<file path="src/rtl/pipe_exe_muldiv_pkg.sv">
// Shared encodings for the execute-stage multiply/divide unit.
// The decoder imports the same op codes.
package pipe_exe_muldiv_pkg;

  typedef enum logic [2:0] {
    OP_MULT  = 3'd0,
    OP_MULTU = 3'd1,
    OP_DIV   = 3'd2,
    OP_DIVU  = 3'd3,
    OP_MTHI  = 3'd4,
    OP_MTLO  = 3'd5,
    OP_NOP6  = 3'd6,
    OP_NOP7  = 3'd7
  } op_e;

  typedef enum logic [1:0] {
    ST_IDLE = 2'd0,
    ST_RUN  = 2'd1,
    ST_FIX  = 2'd2
  } state_e;

endpackage

</file>
<file path="src/rtl/pipe_exe_muldiv_step.sv">
// One iteration of the shift-add multiply or restoring divide.
// acc holds {upper, lower}: {partial product, multiplier} or {remainder, dividend/quotient}.
module pipe_exe_muldiv_step #(
  parameter int W = 32
) (
  input  logic [2*W-1:0] acc,
  input  logic [W-1:0]   opnd,
  input  logic           div,
  output logic [2*W-1:0] nxt,
  output logic           qbit
);

  logic [W:0] sum_s;
  logic [W:0] addend_s;
  logic [W:0] trial_s;

  // Single-iteration datapath, selected by mode
  always_comb begin
    sum_s    = {(W+1){1'b0}};
    addend_s = {(W+1){1'b0}};
    trial_s  = {(W+1){1'b0}};
    nxt      = acc;
    qbit     = 1'b0;
    if (!div) begin
      if (acc[0]) begin
        addend_s = {1'b0, opnd};
      end else begin
        addend_s = {(W+1){1'b0}};
      end
      sum_s = {1'b0, acc[2*W-1:W]} + addend_s;
      nxt   = {sum_s, acc[W-1:1]};
    end else begin
      // Shifted remainder needs W+1 bits; the top bit of trial is the borrow.
      trial_s = acc[2*W-1:W-1] - {1'b0, opnd};
      if (!trial_s[W]) begin
        nxt  = {trial_s[W-1:0], acc[W-2:0], 1'b0};
        qbit = 1'b1;
      end else begin
        nxt  = {acc[2*W-2:0], 1'b0};
        qbit = 1'b0;
      end
    end
  end

endmodule

</file>
<file path="src/rtl/pipe_exe_muldiv.sv">
// Iterative MULT/MULTU/DIV/DIVU unit owning HI/LO, with MTHI/MTLO and
// a decode stall while a result is outstanding.
module pipe_exe_muldiv
  import pipe_exe_muldiv_pkg::*;
#(
  parameter int W = 32
) (
  input  logic         clk,
  input  logic         rst,
  input  logic         start,
  input  logic [2:0]   op,
  input  logic [W-1:0] a,
  input  logic [W-1:0] b,
  input  logic         abort,
  input  logic         d_hilo,
  output logic         busy,
  output logic         stall,
  output logic         done,
  output logic [W-1:0] hi,
  output logic [W-1:0] lo
);

  localparam int CW = $clog2(W + 1);

  state_e         state_r;
  logic [CW-1:0]  cnt_r;
  logic [2*W-1:0] acc_r;
  logic [W-1:0]   opb_r;
  logic [W-1:0]   aorig_r;
  logic           isdiv_r;
  logic           issigned_r;
  logic           rsign_r;
  logic           asign_r;
  logic           dz_r;
  logic           busy_r;
  logic           done_r;
  logic [W-1:0]   hi_r;
  logic [W-1:0]   lo_r;

  op_e            op_s;
  logic           sgn_s;
  logic [W-1:0]   a_abs_s;
  logic [W-1:0]   b_abs_s;
  logic [2*W-1:0] step_nxt_s;
  logic           qbit_s;
  logic [2*W-1:0] acc_nxt_s;
  logic [2*W-1:0] prod_s;
  logic [W-1:0]   quot_s;
  logic [W-1:0]   rem_s;
  logic [W-1:0]   fix_hi_s;
  logic [W-1:0]   fix_lo_s;

  assign op_s  = op_e'(op);
  assign sgn_s = ~op[0];

  // Operand magnitudes at issue; unsigned ops pass straight through
  always_comb begin
    if (sgn_s && a[W-1]) begin
      a_abs_s = -a;
    end else begin
      a_abs_s = a;
    end
    if (sgn_s && b[W-1]) begin
      b_abs_s = -b;
    end else begin
      b_abs_s = b;
    end
  end

  pipe_exe_muldiv_step #(.W(W)) u_step (
    .acc  (acc_r),
    .opnd (opb_r),
    .div  (isdiv_r),
    .nxt  (step_nxt_s),
    .qbit (qbit_s)
  );

  assign acc_nxt_s = step_nxt_s | {{(2*W-1){1'b0}}, qbit_s};

  // Sign correction and divide-by-zero override for the FIX write
  always_comb begin
    if (issigned_r && rsign_r) begin
      prod_s = -acc_r;
      quot_s = -acc_r[W-1:0];
    end else begin
      prod_s = acc_r;
      quot_s = acc_r[W-1:0];
    end
    if (issigned_r && asign_r) begin
      rem_s = -acc_r[2*W-1:W];
    end else begin
      rem_s = acc_r[2*W-1:W];
    end
    if (!isdiv_r) begin
      fix_hi_s = prod_s[2*W-1:W];
      fix_lo_s = prod_s[W-1:0];
    end else if (dz_r) begin
      fix_hi_s = aorig_r;
      fix_lo_s = {W{1'b1}};
    end else begin
      fix_hi_s = rem_s;
      fix_lo_s = quot_s;
    end
  end

  // Control FSM, iteration counter, datapath state and HI/LO
  always_ff @(posedge clk or posedge rst) begin
    if (rst) begin
      state_r    <= ST_IDLE;
      cnt_r      <= {CW{1'b0}};
      acc_r      <= {(2*W){1'b0}};
      opb_r      <= {W{1'b0}};
      aorig_r    <= {W{1'b0}};
      isdiv_r    <= 1'b0;
      issigned_r <= 1'b0;
      rsign_r    <= 1'b0;
      asign_r    <= 1'b0;
      dz_r       <= 1'b0;
      busy_r     <= 1'b0;
      done_r     <= 1'b0;
      hi_r       <= {W{1'b0}};
      lo_r       <= {W{1'b0}};
    end else begin
      done_r <= 1'b0;
      case (state_r)
        ST_IDLE: begin
          // abort dominates start, so a flushed issue is simply dropped
          if (start && !abort) begin
            case (op_s)
              OP_MTHI: hi_r <= a;
              OP_MTLO: lo_r <= a;
              OP_MULT, OP_MULTU, OP_DIV, OP_DIVU: begin
                acc_r      <= {{W{1'b0}}, a_abs_s};
                opb_r      <= b_abs_s;
                aorig_r    <= a;
                isdiv_r    <= op[1];
                issigned_r <= sgn_s;
                rsign_r    <= a[W-1] ^ b[W-1];
                asign_r    <= a[W-1];
                dz_r       <= (b == {W{1'b0}});
                cnt_r      <= CW'(W);
                busy_r     <= 1'b1;
                state_r    <= ST_RUN;
              end
              default: ;
            endcase
          end
        end
        ST_RUN: begin
          if (abort) begin
            cnt_r   <= {CW{1'b0}};
            busy_r  <= 1'b0;
            state_r <= ST_IDLE;
          end else begin
            acc_r <= acc_nxt_s;
            cnt_r <= cnt_r - CW'(1);
            if (cnt_r == CW'(1)) begin
              state_r <= ST_FIX;
            end
          end
        end
        ST_FIX: begin
          busy_r  <= 1'b0;
          state_r <= ST_IDLE;
          if (!abort) begin
            hi_r   <= fix_hi_s;
            lo_r   <= fix_lo_s;
            done_r <= 1'b1;
          end
        end
        default: begin
          cnt_r   <= {CW{1'b0}};
          busy_r  <= 1'b0;
          state_r <= ST_IDLE;
        end
      endcase
    end
  end

  assign busy  = busy_r;
  assign stall = busy_r & d_hilo;
  assign done  = done_r;
  assign hi    = hi_r;
  assign lo    = lo_r;

endmodule

</file>
<file path="config.mk">
export PLATFORM = sky130hd
export DESIGN_NAME = pipe_exe_muldiv
export DESIGN_NICKNAME = d
export VERILOG_FILES = /design/src/rtl/pipe_exe_muldiv_pkg.sv /design/src/rtl/pipe_exe_muldiv_step.sv /design/src/rtl/pipe_exe_muldiv.sv
export SDC_FILE = /design/constraint.sdc
export NUM_CORES = 1
export LEC_CHECK = 0
export CORE_MARGIN = 1.5
export CORE_UTILIZATION = 30
export DETAILED_ROUTE_END_ITERATION = 8
export DONT_BUFFER_PORTS = 1
export PLACE_DENSITY = 0.48
export SETUP_SLACK_MARGIN = 0.2
export SLEW_MARGIN = 20
export SYNTH_ARGS = -nofsm -noshare
export SYNTH_HDL_FRONTEND = slang
export SYNTH_SLANG_ARGS = --single-unit
</file>
<file path="constraint.sdc">
create_clock -name clk -period 10.85 [get_ports clk]
set_input_delay 2.17 -clock clk [delete_from_list [all_inputs] [get_ports clk]]
set_output_delay 2.17 -clock clk [all_outputs]
set_load 0.01 [all_outputs]
</file>
==> impl_metrics.env <==
export IMPL_status="completed"
export IMPL_wl_met2_um=26300
export IMPL_finalWeightedCongestion=0.884
export IMPL_r2r_cells=12
export IMPL_portBuffers=0
export IMPL_cts_buffers=28
export IMPL_m1WireLength_um=27200
export IMPL_r2r_setup_slack_ns=6.01
export IMPL_grt_pass1_vias=15000
export IMPL_dieWidth_um=238
export IMPL_fp_row_count=86
export IMPL_synth_area_top_cells="dfrtp_1, o21ai_0, nand2_1"
export IMPL_multiInputGateArea_sq_um=10700
export IMPL_antenna_found_initial=1
export IMPL_final_core_util_pct=33.1
export IMPL_drive_above_1_share_pct=4.90
export IMPL_routed_top_layer="met4"
export IMPL_whs_endpoint="opb_r[15]"
export IMPL_period_minus_slack_ns=4.84
export IMPL_core_area_sq_um=54900
export IMPL_route_detailed_drc=0
export IMPL_cts_tree="built"
export IMPL_vias=15500
export IMPL_post_cts_resize_count=0
export IMPL_max_slew_margin_pct=31.5
export IMPL_cp_start_kind="flop"
export IMPL_yosysSeqAreaShare_pct=31.0
export IMPL_root_buffer="clkbuf_16"
export IMPL_hp_start="opb_r[15]"
export IMPL_syn2layout_area_growth_pct=9.38
export IMPL_synthArstFlopShare_pct=100
export IMPL_min_path_cells=2
export IMPL_r2r_end="acc_r[61]"
export IMPL_reg2reg_from="acc_r[0]"
export IMPL_postRouteAntennaNets=0
export IMPL_wl_um=58900
export IMPL_die_area_sq_um=56800
export IMPL_required_ns=11.27
export IMPL_grt_max_degree=134
export IMPL_grt_usage_pct=20.4
export IMPL_cts_setup_buffers=0
export IMPL_skew_ns=0.0166
export IMPL_diodes=0
export IMPL_cts_reportedPaths_clkPinSlew_ns=0.06
export IMPL_viasPerCell=5.57
export IMPL_finalCritPeriodShare_pct=44.6
export IMPL_vdd_ir_drop_max_uv=140
export IMPL_p_leak_nw=7.79
export IMPL_timing_hold_worst_class="reg2reg"
export IMPL_post_synth_top_area_cell="dfrtp_1"
export IMPL_cap_viol_max_count=0
export IMPL_final_hold_viol_count=0
export IMPL_start_util_pct=30.3
export IMPL_yosysTopAreaCellShare_pct=31.0
export IMPL_tns_ns=0
export IMPL_drtIter0Drc=1177
export IMPL_finalSetupViolations=0
export IMPL_final_max_slew_violation_count=0
export IMPL_cp_max_fo=31
export IMPL_dpl_hpwl_um=43900
export IMPL_finalNetCount=2205
export IMPL_syn_nets=2295
export IMPL_syn_area_per_cell_sq_um=7.72
export IMPL_clk_latency_ns=0.58
export IMPL_wl_met3_um=3640
export IMPL_yosysWarningCount=0
export IMPL_fmax_mhz=207
export IMPL_cts_path_max_buffers=3
export IMPL_netlist_area_sq_um=16600
export IMPL_netlist_cell_type_count=77
export IMPL_grt_overflow_total=0
export IMPL_synth_flop_cell="dfrtp_1"
export IMPL_timing_worst_setup_path_type="reg2reg"
export IMPL_synth_seq_cells=206
export IMPL_grt_first_pass_wirelength_um=90900
export IMPL_ctsHoldBuffers=0
export IMPL_synth_most_common_cell="nand2_1"
export IMPL_htreeDepth=1
export IMPL_synth_edf_count=0
export IMPL_cts_sinks=206
export IMPL_seq_area_sq_um=5160
export IMPL_p_per_area_nw_per_um2=265
export IMPL_wl_per_cell_um=21.1
export IMPL_grt_setup_unrepaired="false"
export IMPL_nFillCells=5809
export IMPL_tightest_slew_ns=1.03
export IMPL_syn_inst=2151
export IMPL_critPathCaptureType="flop"
export IMPL_firstDrtPassIters=7
export IMPL_pin_count=139
export IMPL_crit_arrival_ns=5.25
export IMPL_fp_dieH_um=238
export IMPL_ys_top_cells_by_count="nand2_1, o21ai_0, dfrtp_1"
-- flip-flops by register name (all words and copies together) (netlist names) --
| register | cells |
|---|---|
| busy | 1 |
| issigned_r | 1 |
| done | 1 |
| state_r | 2 |
| aorig_r | 32 |
| dz_r | 1 |
| opb_r | 32 |
| cnt_r | 6 |
| lo | 32 |
| isdiv_r | 1 |
| acc_r | 64 |
| hi | 32 |
| rsign_r | 1 |
-- worst max-delay path, stage by stage, from the launching register on --
cell,delay [ns]
dfrtp_1,0.53
clkinv_1,0.85
nor2_1,0.34
ha_1,0.36
a211oi_1,0.34
nor3b_1,0.12
o41ai_1,0.34
nand3_1,0.31
a22o_1,0.36
a2111oi_2,0.45
o311ai_0,0.25
a32oi_1,0.25
o211ai_1,0.12
-- cell families (layout without fill, tap and decap cells) --
group,count (synthesis),after routing,share of synthesized area [%]
multiplexers,66,66,3.98
adder cells (fa/ha/maj),72,72,5.51
AND/OR/NAND/NOR,729,729,20.6
XOR/XNOR,167,167,8.80
AO/OA/AOI/OAI,699,699,25.1
flip-flops,206,206,31.0
buffers and inverters,212,143,4.96
-- cell type report --
class / instances / area share, %
multi-input cells: 1733 / 58.9
inverters: 68 / 1.45
well taps: 704 / 4.85
clock buffers: 37 / 4.26
repair buffers: 24 / 1.21
clock inverters: 14 / 0.964
flip-flops and latches: 206 / 28.4
-- through the flow --
stage          std cells  hold WS, ns  setup WS [ns]  cell area, sq um  total power [mW]
5_1_grt             2786        0.496           5.61             18200              5.17
4_1_cts             2784        0.477           6.20             18100              4.80
6_report            2786        0.475           6.01             18200              4.82
3_5_place_dp        2733        0.462           5.98             17200              3.82
3_3_place_gp        2733        0.451           5.94             17200              3.82
2_1_floorplan       2151        0.437           3.06             16600              3.14
-- where the power goes --
group / total, mW / switching (mW) / leakage [nW] / internal (mW)
Clock: 0.962 / 0.388 / 0.465 / 0.573
Combinational: 2.38 / 1.42 / 4.72 / 0.958
Sequential: 1.47 / 0.465 / 2.60 / 1.01
Total: 4.82 / 2.28 / 7.79 / 2.54
-- layout by cell type (no fill, tap or decap), drive strengths merged, types with 48 or more instances in the layout --
cell type,synthesis,layout
mux2i,65,65
nor3,48,48
a21oi,177,177
inv,68,67
ha,70,70
dfrtp,206,206
xor2,70,70
nor2,159,159
nand3,56,56
nand2,305,305
o21ai,264,264
xnor2,97,97
-- worst max path at each step --
stage                 to      from  slack (ns)
2_1_floorplan   acc_r[0]       rst        3.06
3_3_place_gp   opb_r[31]      b[8]        5.94
3_5_place_dp   opb_r[31]      b[8]        5.98
4_1_cts           hi[26]  acc_r[0]        6.20
5_1_grt        acc_r[61]  acc_r[0]        5.61
6_report       acc_r[61]  acc_r[0]        6.01
-- per-layer routing --
metal,GRT usage (%),up-vias
met5,0,-
met4,5.81,0
met3,3.67,81
met2,32.6,490
met1,28.0,7408
li1,-,7529
Power figures use the tool's default switching activity.
